--- config.mk ---
export PLATFORM = sky130hd
export DESIGN_NAME = decoder_2x4_seq_flat
export DESIGN_NICKNAME = d
export VERILOG_FILES = /design/src/rtl/decoder_2x4_seq_pkg.sv /design/src/rtl/decoder_2x4_seq_if.sv /design/src/rtl/decoder_2x4_seq_fifo.sv /design/src/rtl/decoder_2x4_seq.sv /design/src/flat_wrapper.sv
export SDC_FILE = /design/constraint.sdc
export NUM_CORES = 1
export LEC_CHECK = 0
export ABC_AREA = 1
export CAP_MARGIN = 25
export CORE_MARGIN = 3
export CORE_UTILIZATION = 43
export DETAILED_ROUTE_END_ITERATION = 10
export PLACE_DENSITY = 0.7
export SLEW_MARGIN = 0
export SYNTH_ARGS = -nofsm -noshare
export SYNTH_HDL_FRONTEND = slang
export SYNTH_SLANG_ARGS = --single-unit
--- constraint.sdc ---
create_clock -name clk -period 1.5 [get_ports clk]
set_input_delay 0.3 -clock clk [delete_from_list [all_inputs] [get_ports clk]]
set_output_delay 0.3 -clock clk [all_outputs]
set_load 0.02 [all_outputs]
--- src/rtl/decoder_2x4_seq_pkg.sv ---
// decoder_2x4_seq_pkg: shared FSM states, mode encodings and one-hot decode constants
package decoder_2x4_seq_pkg;
  typedef enum logic [1:0] {IDLE, PASS, SCAN, DRAIN} state_t;
  localparam logic MODE_PASS = 1'b0;
  localparam logic MODE_SCAN = 1'b1;
  localparam logic [3:0] OH_CODE0 = 4'b0001;
  localparam logic [3:0] OH_CODE1 = 4'b0010;
  localparam logic [3:0] OH_CODE2 = 4'b0100;
  localparam logic [3:0] OH_CODE3 = 4'b1000;
  function automatic logic [3:0] decode(input logic [1:0] code);
    return code == 2'd0 ? OH_CODE0 : code == 2'd1 ? OH_CODE1 : code == 2'd2 ? OH_CODE2 : OH_CODE3;
  endfunction
endpackage

--- src/rtl/decoder_2x4_seq_if.sv ---
// decoder_2x4_seq_if: code input, decoded one-hot output and status signals
interface decoder_2x4_seq_if;
  logic a0, a1, in_valid, in_ready, mode;
  logic d0, d1, d2, d3, out_valid, out_ready, busy;
  modport slave (
    input  a0, a1, in_valid, mode, out_ready,
    output in_ready, d0, d1, d2, d3, out_valid, busy
  );
  modport master (
    output a0, a1, in_valid, mode, out_ready,
    input  in_ready, d0, d1, d2, d3, out_valid, busy
  );
endinterface

--- src/rtl/decoder_2x4_seq_fifo.sv ---
// sync_fifo_onehot: DEPTH-entry FIFO of 4-bit one-hot words; head reads 0 when empty
module sync_fifo_onehot #(
  parameter int DEPTH = 2
) (
  input  logic       clk,
  input  logic       rst_n,
  input  logic       i_push,
  input  logic [3:0] i_data,
  input  logic       i_pop,
  output logic [3:0] o_data,
  output logic       o_empty,
  output logic       o_full
);
  localparam int AW = $clog2(DEPTH);
  localparam logic [AW:0] FULL_CNT = (AW + 1)'(DEPTH);
  logic [3:0] r_mem [DEPTH];
  logic [AW-1:0] r_wr, r_rd;
  logic [AW:0] r_count;
  logic w_push, w_pop;
  assign w_pop   = i_pop && !o_empty;
  assign w_push  = i_push && (!o_full || w_pop);
  assign o_empty = r_count == '0;
  assign o_full  = r_count == FULL_CNT;
  assign o_data  = o_empty ? 4'b0000 : r_mem[r_rd];
  always_ff @(posedge clk or negedge rst_n) begin
    if (!rst_n) begin
      r_wr    <= '0;
      r_rd    <= '0;
      r_count <= '0;
    end else begin
      if (w_push) r_wr <= r_wr + 1'b1;
      if (w_pop) r_rd <= r_rd + 1'b1;
      r_count <= r_count + {{AW{1'b0}}, w_push} - {{AW{1'b0}}, w_pop};
    end
  end
  always_ff @(posedge clk) begin
    if (w_push) r_mem[r_wr] <= i_data;
  end
endmodule

--- src/rtl/decoder_2x4_seq.sv ---
// decoder_2x4_seq: 2-to-4 one-hot decoder with pass/scan modes feeding an output FIFO
module decoder_2x4_seq
  import decoder_2x4_seq_pkg::*;
#(
  parameter int DEPTH = 2
) (
  input logic               clk,
  input logic               rst_n,
  decoder_2x4_seq_if.slave  bus
);
  state_t r_state, w_next;
  logic [1:0] r_scan;
  logic w_empty, w_full, w_pass_push, w_scan_push;
  logic [3:0] w_word, w_head;
  assign bus.in_ready = r_state == PASS && (!w_full || bus.out_ready);
  assign w_pass_push  = bus.in_valid && bus.in_ready;
  assign w_scan_push  = r_state == SCAN && !w_full;
  assign w_word       = decode(w_scan_push ? r_scan : {bus.a1, bus.a0});
  assign {bus.d3, bus.d2, bus.d1, bus.d0} = w_head;
  assign bus.out_valid = !w_empty;
  assign bus.busy      = r_state != IDLE || !w_empty;
  always_comb begin
    w_next = r_state;
    case (r_state)
      IDLE:    w_next = bus.mode == MODE_SCAN ? SCAN : PASS;
      PASS:    w_next = bus.mode == MODE_SCAN ? DRAIN : PASS;
      SCAN:    w_next = bus.mode == MODE_PASS ? DRAIN : SCAN;
      default: w_next = !w_empty ? DRAIN : bus.mode == MODE_SCAN ? SCAN : PASS;
    endcase
  end
  always_ff @(posedge clk or negedge rst_n) begin
    if (!rst_n) begin
      r_state <= IDLE;
      r_scan  <= '0;
    end else begin
      r_state <= w_next;
      // the walking one always restarts from code 0 when scan is (re)entered
      if (w_next == SCAN && r_state != SCAN) r_scan <= '0;
      else if (w_scan_push) r_scan <= r_scan + 1'b1;
    end
  end
  sync_fifo_onehot #(.DEPTH(DEPTH)) u_fifo (
    .clk     (clk),
    .rst_n   (rst_n),
    .i_push  (w_pass_push || w_scan_push),
    .i_data  (w_word),
    .i_pop   (bus.out_ready),
    .o_data  (w_head),
    .o_empty (w_empty),
    .o_full  (w_full)
  );
endmodule

--- src/flat_wrapper.sv ---
// flat-port wrapper written by rule: the top's interface ports become plain ports
module decoder_2x4_seq_flat import decoder_2x4_seq_pkg::*;
#(
  parameter int DEPTH = 2
)
  (clk, rst_n, bus_a0, bus_a1, bus_in_valid, bus_mode, bus_out_ready, bus_in_ready, bus_d0, bus_d1, bus_d2, bus_d3, bus_out_valid, bus_busy);
  decoder_2x4_seq_if bus_i ();
  input logic clk;
  input logic rst_n;
  input wire logic [$bits(bus_i.a0)-1:0] bus_a0;
  input wire logic [$bits(bus_i.a1)-1:0] bus_a1;
  input wire logic [$bits(bus_i.in_valid)-1:0] bus_in_valid;
  input wire logic [$bits(bus_i.mode)-1:0] bus_mode;
  input wire logic [$bits(bus_i.out_ready)-1:0] bus_out_ready;
  output wire logic [$bits(bus_i.in_ready)-1:0] bus_in_ready;
  output wire logic [$bits(bus_i.d0)-1:0] bus_d0;
  output wire logic [$bits(bus_i.d1)-1:0] bus_d1;
  output wire logic [$bits(bus_i.d2)-1:0] bus_d2;
  output wire logic [$bits(bus_i.d3)-1:0] bus_d3;
  output wire logic [$bits(bus_i.out_valid)-1:0] bus_out_valid;
  output wire logic [$bits(bus_i.busy)-1:0] bus_busy;
  assign bus_i.a0 = bus_a0;
  assign bus_i.a1 = bus_a1;
  assign bus_i.in_valid = bus_in_valid;
  assign bus_i.mode = bus_mode;
  assign bus_i.out_ready = bus_out_ready;
  assign bus_in_ready = bus_i.in_ready;
  assign bus_d0 = bus_i.d0;
  assign bus_d1 = bus_i.d1;
  assign bus_d2 = bus_i.d2;
  assign bus_d3 = bus_i.d3;
  assign bus_out_valid = bus_i.out_valid;
  assign bus_busy = bus_i.busy;
  decoder_2x4_seq #(.DEPTH(DEPTH)) u_core (.clk(clk), .rst_n(rst_n), .bus(bus_i));
endmodule
==> reports/qor.csv, run 1 <==
metric,value,unit
status,"finished, violations left",
failing checks,setup timing,
Std-Cell Rows,15,
placed cells,144,
DRC viols,0,
CP endpoint kind,primary output,
"Max FO, Critical Path",3,
cts-stage hold buffer count,0,
GRT overflow,0,
largest family of logic cells by synthesized area,simple AND/OR/NAND/NOR gates,
initial antenna violation count,0,
fmax,612.6,MHz
layout net count,149,
Worst-path clk slew,100,ps
Register Area,441.7,sq um
share of cells above drive strength 1,0.4892,
crit path max-delay cell type,dfrtp_1,
Filler Cell Count,136,
Non-Filler Instances,164,
measured slew at the worst slew-check pin,400.5,ps
Lkg Pwr,0.6477,nW
synth unique cells,19,
Adder-Cell Fraction of Synth Area,0.03058,
Post-synth EDFFs,8,
post-route minimum period,1633,ps
synthesized netlist cell count,92,
post-synth top area share,0.2936,
hpwl dp,1184,microns
Post-Synthesis Cell Area,818.3,sq um
multiplexer share of the synthesized area,0,
Initial Utilization,0.4638,
synth top area cells,"edfxtp_1, dfrtp_1, nand2_1, inv_1, nand3_1",
"Slew Viols, Final",0,
CTS tree,yes,
Synth Net Count,101,
global placer's final weighted congestion,0.7036,
Sink Count,16,
Buffers on Ports,13,
average size of a mapped cell,8.894,sq um
power density over the cells,2144,mW/mm^2
xor and xnor fraction of the mapped netlist area,0.03211,
Final Hold Vio Count,0,
largest net degree at the start of global routing,10,
Startpoint Class,register,
CTS Buf Count,3,
complex-gate fraction of the synthesized area,0.03976,
unrepaired setup endpoints after global routing,true,
kind of cell adding the most delay to the critical path,buffers and inverters,
worst hold path type,in2async,
"top cells by count, synth","nand2_1, inv_1, dfrtp_1, edfxtp_1",
first-pass iteration count of the detailed router,3,
simple-gate share of the synthesized area,0.2859,
Slew headroom,0.7322,
Area Overhead vs Synth,61.32,%
required time worst endpoint,1200,ps
number of global-route vias before repair,730,
most frequent cell after synthesis,nand2_1,
die area,0.002463,sq mm
fin crit share,1.088,
Max stage delay on crit path,430,ps
first-pass GRT wire length,3063,microns
core box area,0.001764,sq mm
DR iter-0 viols,4,
post-synthesis sequential area ratio,0.5382,
drt wl/cell,11.28,microns
Total GRT Usage,0.1637,
Max Cap Viol,0,
Max VDD drop,1317,uV
hold_ws,299.0,ps
main flop type after synthesis,edfxtp_1,
DR vias,728,
H-Tree Depth,1,
CTS Buffer Depth,2,
Routed WL,1850,microns
final worst-path setup slack,-132.5,ps
Clock Tree Root,clkbuf_4,
Final ANT Viol Nets,0,
"Top cell by count, worst path",buf_4,
cell taking the most area after synthesis,edfxtp_1,
number of setup violations in the final report,5,
Worst Skew,8.515,ps
Ports,14,
#FFs+latches synth,16,
area of the multi-input gates,401.6,sq um
crit path DAT,1330,ps
CP Buf/Inv Count,5,
crit path cell chain,inv_2 -> buf_4 -> buf_4 -> buf_4 -> nand3_2 -> buf_6,
Via density,4.439,
warning count from the yosys run,0,
Post-synth ARST share,0.5000,
Die Y,49.63,microns
antenna diode count,0,
Die Wd,49.63,microns
clock latency on the worst-skew pair,280,ps
critical path class,reg2out,
## cells in the final DEF (no fill, tap or decap)
| cell type | count |
|---|---|
| nor2_4 | 3 |
| ha_4 | 2 |
| nand4_1 | 1 |
| xor2_1 | 2 |
| buf_6 | 5 |
| inv_2 | 6 |
| clkdlybuf4s50_1 | 6 |
| a21oi_2 | 1 |
| inv_1 | 8 |
| xnor2_2 | 1 |
| nand3_4 | 1 |
| a21oi_1 | 3 |
| inv_4 | 2 |
| clkbuf_4 | 3 |
| clkinv_1 | 1 |
| nand2_4 | 3 |
| buf_2 | 1 |
| dfrtp_1 | 7 |
| nor2_2 | 1 |
| a21boi_1 | 1 |
| nand2_2 | 4 |
| o21ai_0 | 1 |
| nor2_1 | 6 |
| nand2_1 | 23 |
| edfxtp_1 | 8 |
| buf_4 | 31 |
| dfrtp_2 | 1 |
| nand3_2 | 3 |
| nand3_1 | 4 |
## timing repair
item | 4_1_cts | 5_1_grt
pin swaps | 8 | 7
resized for setup | 44 | 18
setup endpoints to repair | 9 | 16
buffers inserted | 14 | 5
## layer usage
layer / routed length [microns] / GRT usage
met1: 703 / 0.1751
met5: 0 / 0
met3: 57 / 0.04532
met2: 1089 / 0.3238
met4: 0 / 0.01382
## report_power, final
| part | switching, mW | internal [mW] |
|---|---|---|
| sequential | 0.122 | 0.655 |
| combinational | 0.902 | 0.924 |
| clock | 0.131 | 0.0965 |
## final cells by class
class                           count  area share
Multi-Input combinational cell     60      0.3043
Tap cell                           25     0.02370
Timing Repair Buffer               43      0.2682
Clock inverter                      1    0.002844
Sequential cell                    16      0.3346
Clock buffer                        3     0.01706
Inverter                           16     0.04929
## path summary, 6_finish.rpt
check	endpoint	from	cells past startpoint	slack [ps]
worst max-delay path	bus_busy	u_core.r_state[0]	6	-130
worst min-delay path	u_core.u_fifo.r_wr	rst_n	1	300
worst max register to register	u_core.u_fifo.r_count[1]	u_core.r_state[0]	10	-130
worst min register to register	u_core.u_fifo.r_wr	u_core.u_fifo.r_wr	2	510
max in group asynchronous	u_core.u_fifo.r_rd	rst_n	1	900
min in group clk	u_core.u_fifo.r_wr	u_core.u_fifo.r_wr	2	510
## per-stage QoR
| stage | area (sq um) | TNS (ps) | worst slack, ps | util | power (mW) |
|---|---|---|---|---|---|
| floorplan | 818.3 | -164.3 | -164.3 | - | 1.480 |
| global placement | 1085 | -2380 | -402.0 | 0.6149 | 1.992 |
| detailed placement | 1085 | -2554 | -413.6 | 0.6149 | 2.035 |
| CTS | 1256 | -580.0 | -150.8 | 0.7121 | 2.647 |
| global route | 1320 | -980.0 | -229.8 | 0.7482 | 3.050 |
| finish | 1320 | -558.8 | -132.5 | 0.7482 | 2.830 |
## kinds of logic (layout without fill, tap and decap cells)
logic type      after synthesis  in the layout
flops                        16             16
compound gates                6              6
buf+inv                      16             63
fa+ha+maj                     2              2
xor+xnor                      3              3
simple gates                 49             49
## state kept, by name, indices dropped and copies added (netlist names)
signal                 count
u_core.u_fifo.r_mem        8
u_core.r_scan              2
u_core.r_state             2
u_core.u_fifo.r_count      2
u_core.u_fifo.r_rd         1
u_core.u_fifo.r_wr         1
Power figures use the tool's default switching activity.
==> run 2, diff against run 1 <==
--- a/config.mk
+++ b/config.mk
@@ -10,8 +10,9 @@
 export CORE_MARGIN = 3
 export CORE_UTILIZATION = 43
 export DETAILED_ROUTE_END_ITERATION = 10
-export PLACE_DENSITY = 0.7
+export PLACE_DENSITY = 0.69
 export SLEW_MARGIN = 0
 export SYNTH_ARGS = -nofsm -noshare
 export SYNTH_HDL_FRONTEND = slang
+export SYNTH_HIERARCHICAL = 1
 export SYNTH_SLANG_ARGS = --single-unit
==> reports/qor.csv, run 2 <==
metric,value,unit,change
status,"finished, violations left",,
failing checks,setup timing,,
Finished Core Util,0.6926,,-0.05559
post-synth top area share,0.2844,,-0.009134
"top cells by count, synth","nand2_1, inv_1, nor2_1",,
crit path max-delay cell type,dfrtp_2,,
Initial Utilization,0.4737,,+0.009854
warning count from the yosys run,6,,+6
first-pass GRT wire length,2994,microns,-2.3%
fin crit share,1.092,,+0.004011
required time worst endpoint,1690,ps,+490 ps
final worst-path setup slack,-138.5,ps,-6.017 ps
"Slew Viols, Final",0,,unchanged
first-pass iteration count of the detailed router,2,,-1
Worst R2R End,u_core/u_fifo/r_count[1],,
post-synthesis sequential area ratio,0.5215,,-0.01674
worst r2r src,u_core/u_fifo/r_count[1],,
Die Wd,50.32,microns,+1.4%
synth unique cells,17,,-2
Clock Tree Root,clkbuf_4,,
Power Total,2.689,mW,-5.0%
initial antenna violation count,0,,unchanged
Via density,4.444,,+0.12%
power density over the cells,2178,mW/mm^2,+1.6%
final instance area,0.001235,sq mm,-6.4%
Post-Synthesis Cell Area,844.6,sq um,+3.2%
Worst-path clk slew,100,ps,about the same
placed cells,154,,+6.9%
average size of a mapped cell,8.446,sq um,-5.0%
Ports,14,,unchanged
global placer's final weighted congestion,0.7223,,+2.7%
Max Cap Viol,0,,unchanged
DP Worst Slack,-357.0,ps,+56.56 ps
number of global-route vias before repair,727,,-0.41%
largest net degree at the start of global routing,10,,unchanged
fmax,610.3,MHz,-0.37%
DR iter-0 viols,4,,unchanged
r2r worst-path depth,9,,-1
Final Hold Vio Count,0,,unchanged
"Max FO, Critical Path",7,,+4
Post-synth EDFFs,8,,unchanged
DR vias,720,,-1.1%
Total GRT Usage,0.1534,,-0.01031
#FFs+latches synth,16,,unchanged
antenna diode count,0,,unchanged
area of the multi-input gates,387.9,sq um,-3.4%
Max stage delay on crit path,440,ps,about the same
CTS Buffer Depth,2,,unchanged
CP endpoint kind,register,,
Sink Count,16,,unchanged
die area,0.002532,sq mm,+2.8%
Filler Cell Count,163,,+20%
cell taking the most area after synthesis,edfxtp_1,,
H-Tree Depth,1,,unchanged
FF-to-FF setup slack,-140,ps,about the same
CTS tree,yes,,
Post-synth ARST share,0.5000,,unchanged
core box area,0.001783,sq mm,+1.1%
post-route minimum period,1639,ps,+6.017 ps
drt wl/cell,10.84,microns,-3.9%
most frequent cell after synthesis,nand2_1,,
Synth Net Count,109,,+7.9%
DRC viols,0,,unchanged
Post-Place Cell Area,0.001152,sq mm,+6.2%
Non-Filler Instances,162,,-1.2%
synth top area cells,"edfxtp_1, dfrtp_1, nand2_1, inv_1, nor2_1",,
Final ANT Viol Nets,0,,unchanged
CTS Buf Count,3,,unchanged
Lkg Pwr,0.6068,nW,-6.3%
layout net count,147,,-1.3%
Buffers on Ports,13,,unchanged
crit path DAT,1830,ps,+500 ps
hpwl dp,1341,microns,+13%
clock latency on the worst-skew pair,280,ps,about the same
Largest register FFs,8,,unchanged
"leading cell types in the layout, fill and taps excluded","nand2_1, buf_4, inv_1",,
Slew headroom,0.7209,,-0.01129
Register Area,441.7,sq um,unchanged
"most common cell after layout, fill and taps aside",nand2_1,,
Die Y,50.32,microns,+1.4%
critical path class,reg2reg,,
Max VDD drop,1246,uV,-5.5%
worst hold path type,in2async,,
measured slew at the worst slew-check pin,417.3,ps,+16.89 ps
Routed WL,1756,microns,-5.1%
GRT overflow,0,,unchanged
register name with the most flops,u_core/u_fifo/r_mem,,
unrepaired setup endpoints after global routing,true,,
crit path cell chain,buf_6 -> nor2_4 -> buf_6 -> nor2_4 -> ha_4 -> inv_4 -> ha_4 -> nand2_1 -> nand2_1,,
number of setup violations in the final report,12,,+7
Worst Skew,8.670,ps,+0.1552 ps
Startpoint Class,register,,
Std-Cell Rows,15,,unchanged
Area Overhead vs Synth,46.22,%,
synthesized netlist cell count,100,,+8.7%
share of cells above drive strength 1,0.4015,,-0.08775
main flop type after synthesis,edfxtp_1,,
[run 2: cell count changes in the layout (fill, tap and decap cells not counted), sizes merged, moves of 2 or more]
cell,before,now
inv,16,18
buf,37,27
nor2,10,13
nand3,8,5
nand2,30,37
[run 2: final cells by class]
class                           count  share of cell area
Clock inverter                      1            0.003040
Multi-Input combinational cell     66              0.3141
Timing Repair Buffer               33              0.2249
Inverter                           18             0.05674
Tap cell                           25             0.02533
Clock buffer                        3             0.01824
Sequential cell                    16              0.3577
[run 2: logic make-up after synthesis]
group / count (synthesis) / share of synthesized area
adder cells (fa/ha/maj): 2 / 0.02962
XOR/XNOR: 2 / 0.02074
buffers and inverters: 18 / 0.08001
AO/OA/AOI/OAI: 6 / 0.03555
AND/OR/NAND/NOR: 56 / 0.3126
flip-flops: 16 / 0.5215
[run 2: critical path: cells and delay by family (launching register included)]
family	cells	cell delay, ps
DFF	1	440
buffers and inverters	3	310
and+or+nand+nor	4	380
adders and majority gates	2	410
[run 2: power breakdown]
part / switching, mW / total (mW) / leakage (nW) / internal, mW
logic: 0.900 / 1.70 / 0.425 / 0.799
registers: 0.101 / 0.759 / 0.166 / 0.658
clock network: 0.135 / 0.232 / 0.0154 / 0.0964
[run 2: routing by layer]
metal / up-vias / GRT usage / routed length (microns)
met5: - / 0 / 0
met4: 0 / 0.02691 / 0
met3: 0 / 0.03858 / 63
met2: 9 / 0.2891 / 917
met1: 328 / 0.1739 / 775
li1: 383 / - / -
[run 2: repair_timing]
action / 4_1_cts / 5_1_grt
hold buffers: 0 / 0
resized for setup: 31 / 18
endpoints found under the setup margin: 13 / 13
buffers inserted: 3 / 1
pin swaps: 10 / 6
[run 2: worst max-delay path by stage]
stage                     cells past startpoint                       end                      from  slack (ps)
after floorplan                              13  u_core/u_fifo/r_count[1]  u_core/u_fifo/r_count[1]        -340
after global placement                        4              bus_in_ready             bus_out_ready        -340
after detailed placement                     11  u_core/u_fifo/r_count[1]             bus_out_ready        -360
after CTS                                     9  u_core/u_fifo/r_count[1]  u_core/u_fifo/r_count[0]        -140
after global routing                         13  u_core/u_fifo/r_count[1]  u_core/u_fifo/r_count[1]        -210
final                                         9  u_core/u_fifo/r_count[1]  u_core/u_fifo/r_count[1]        -140
[run 2: metrics by stage]
stage          TNS [ps]  hold slack, ps
2_1_floorplan     -2037           4.409
3_3_place_gp      -2968           454.0
3_5_place_dp      -3138           470.4
4_1_cts           -1255           318.8
5_1_grt           -2118           313.4
6_report          -1269           304.3
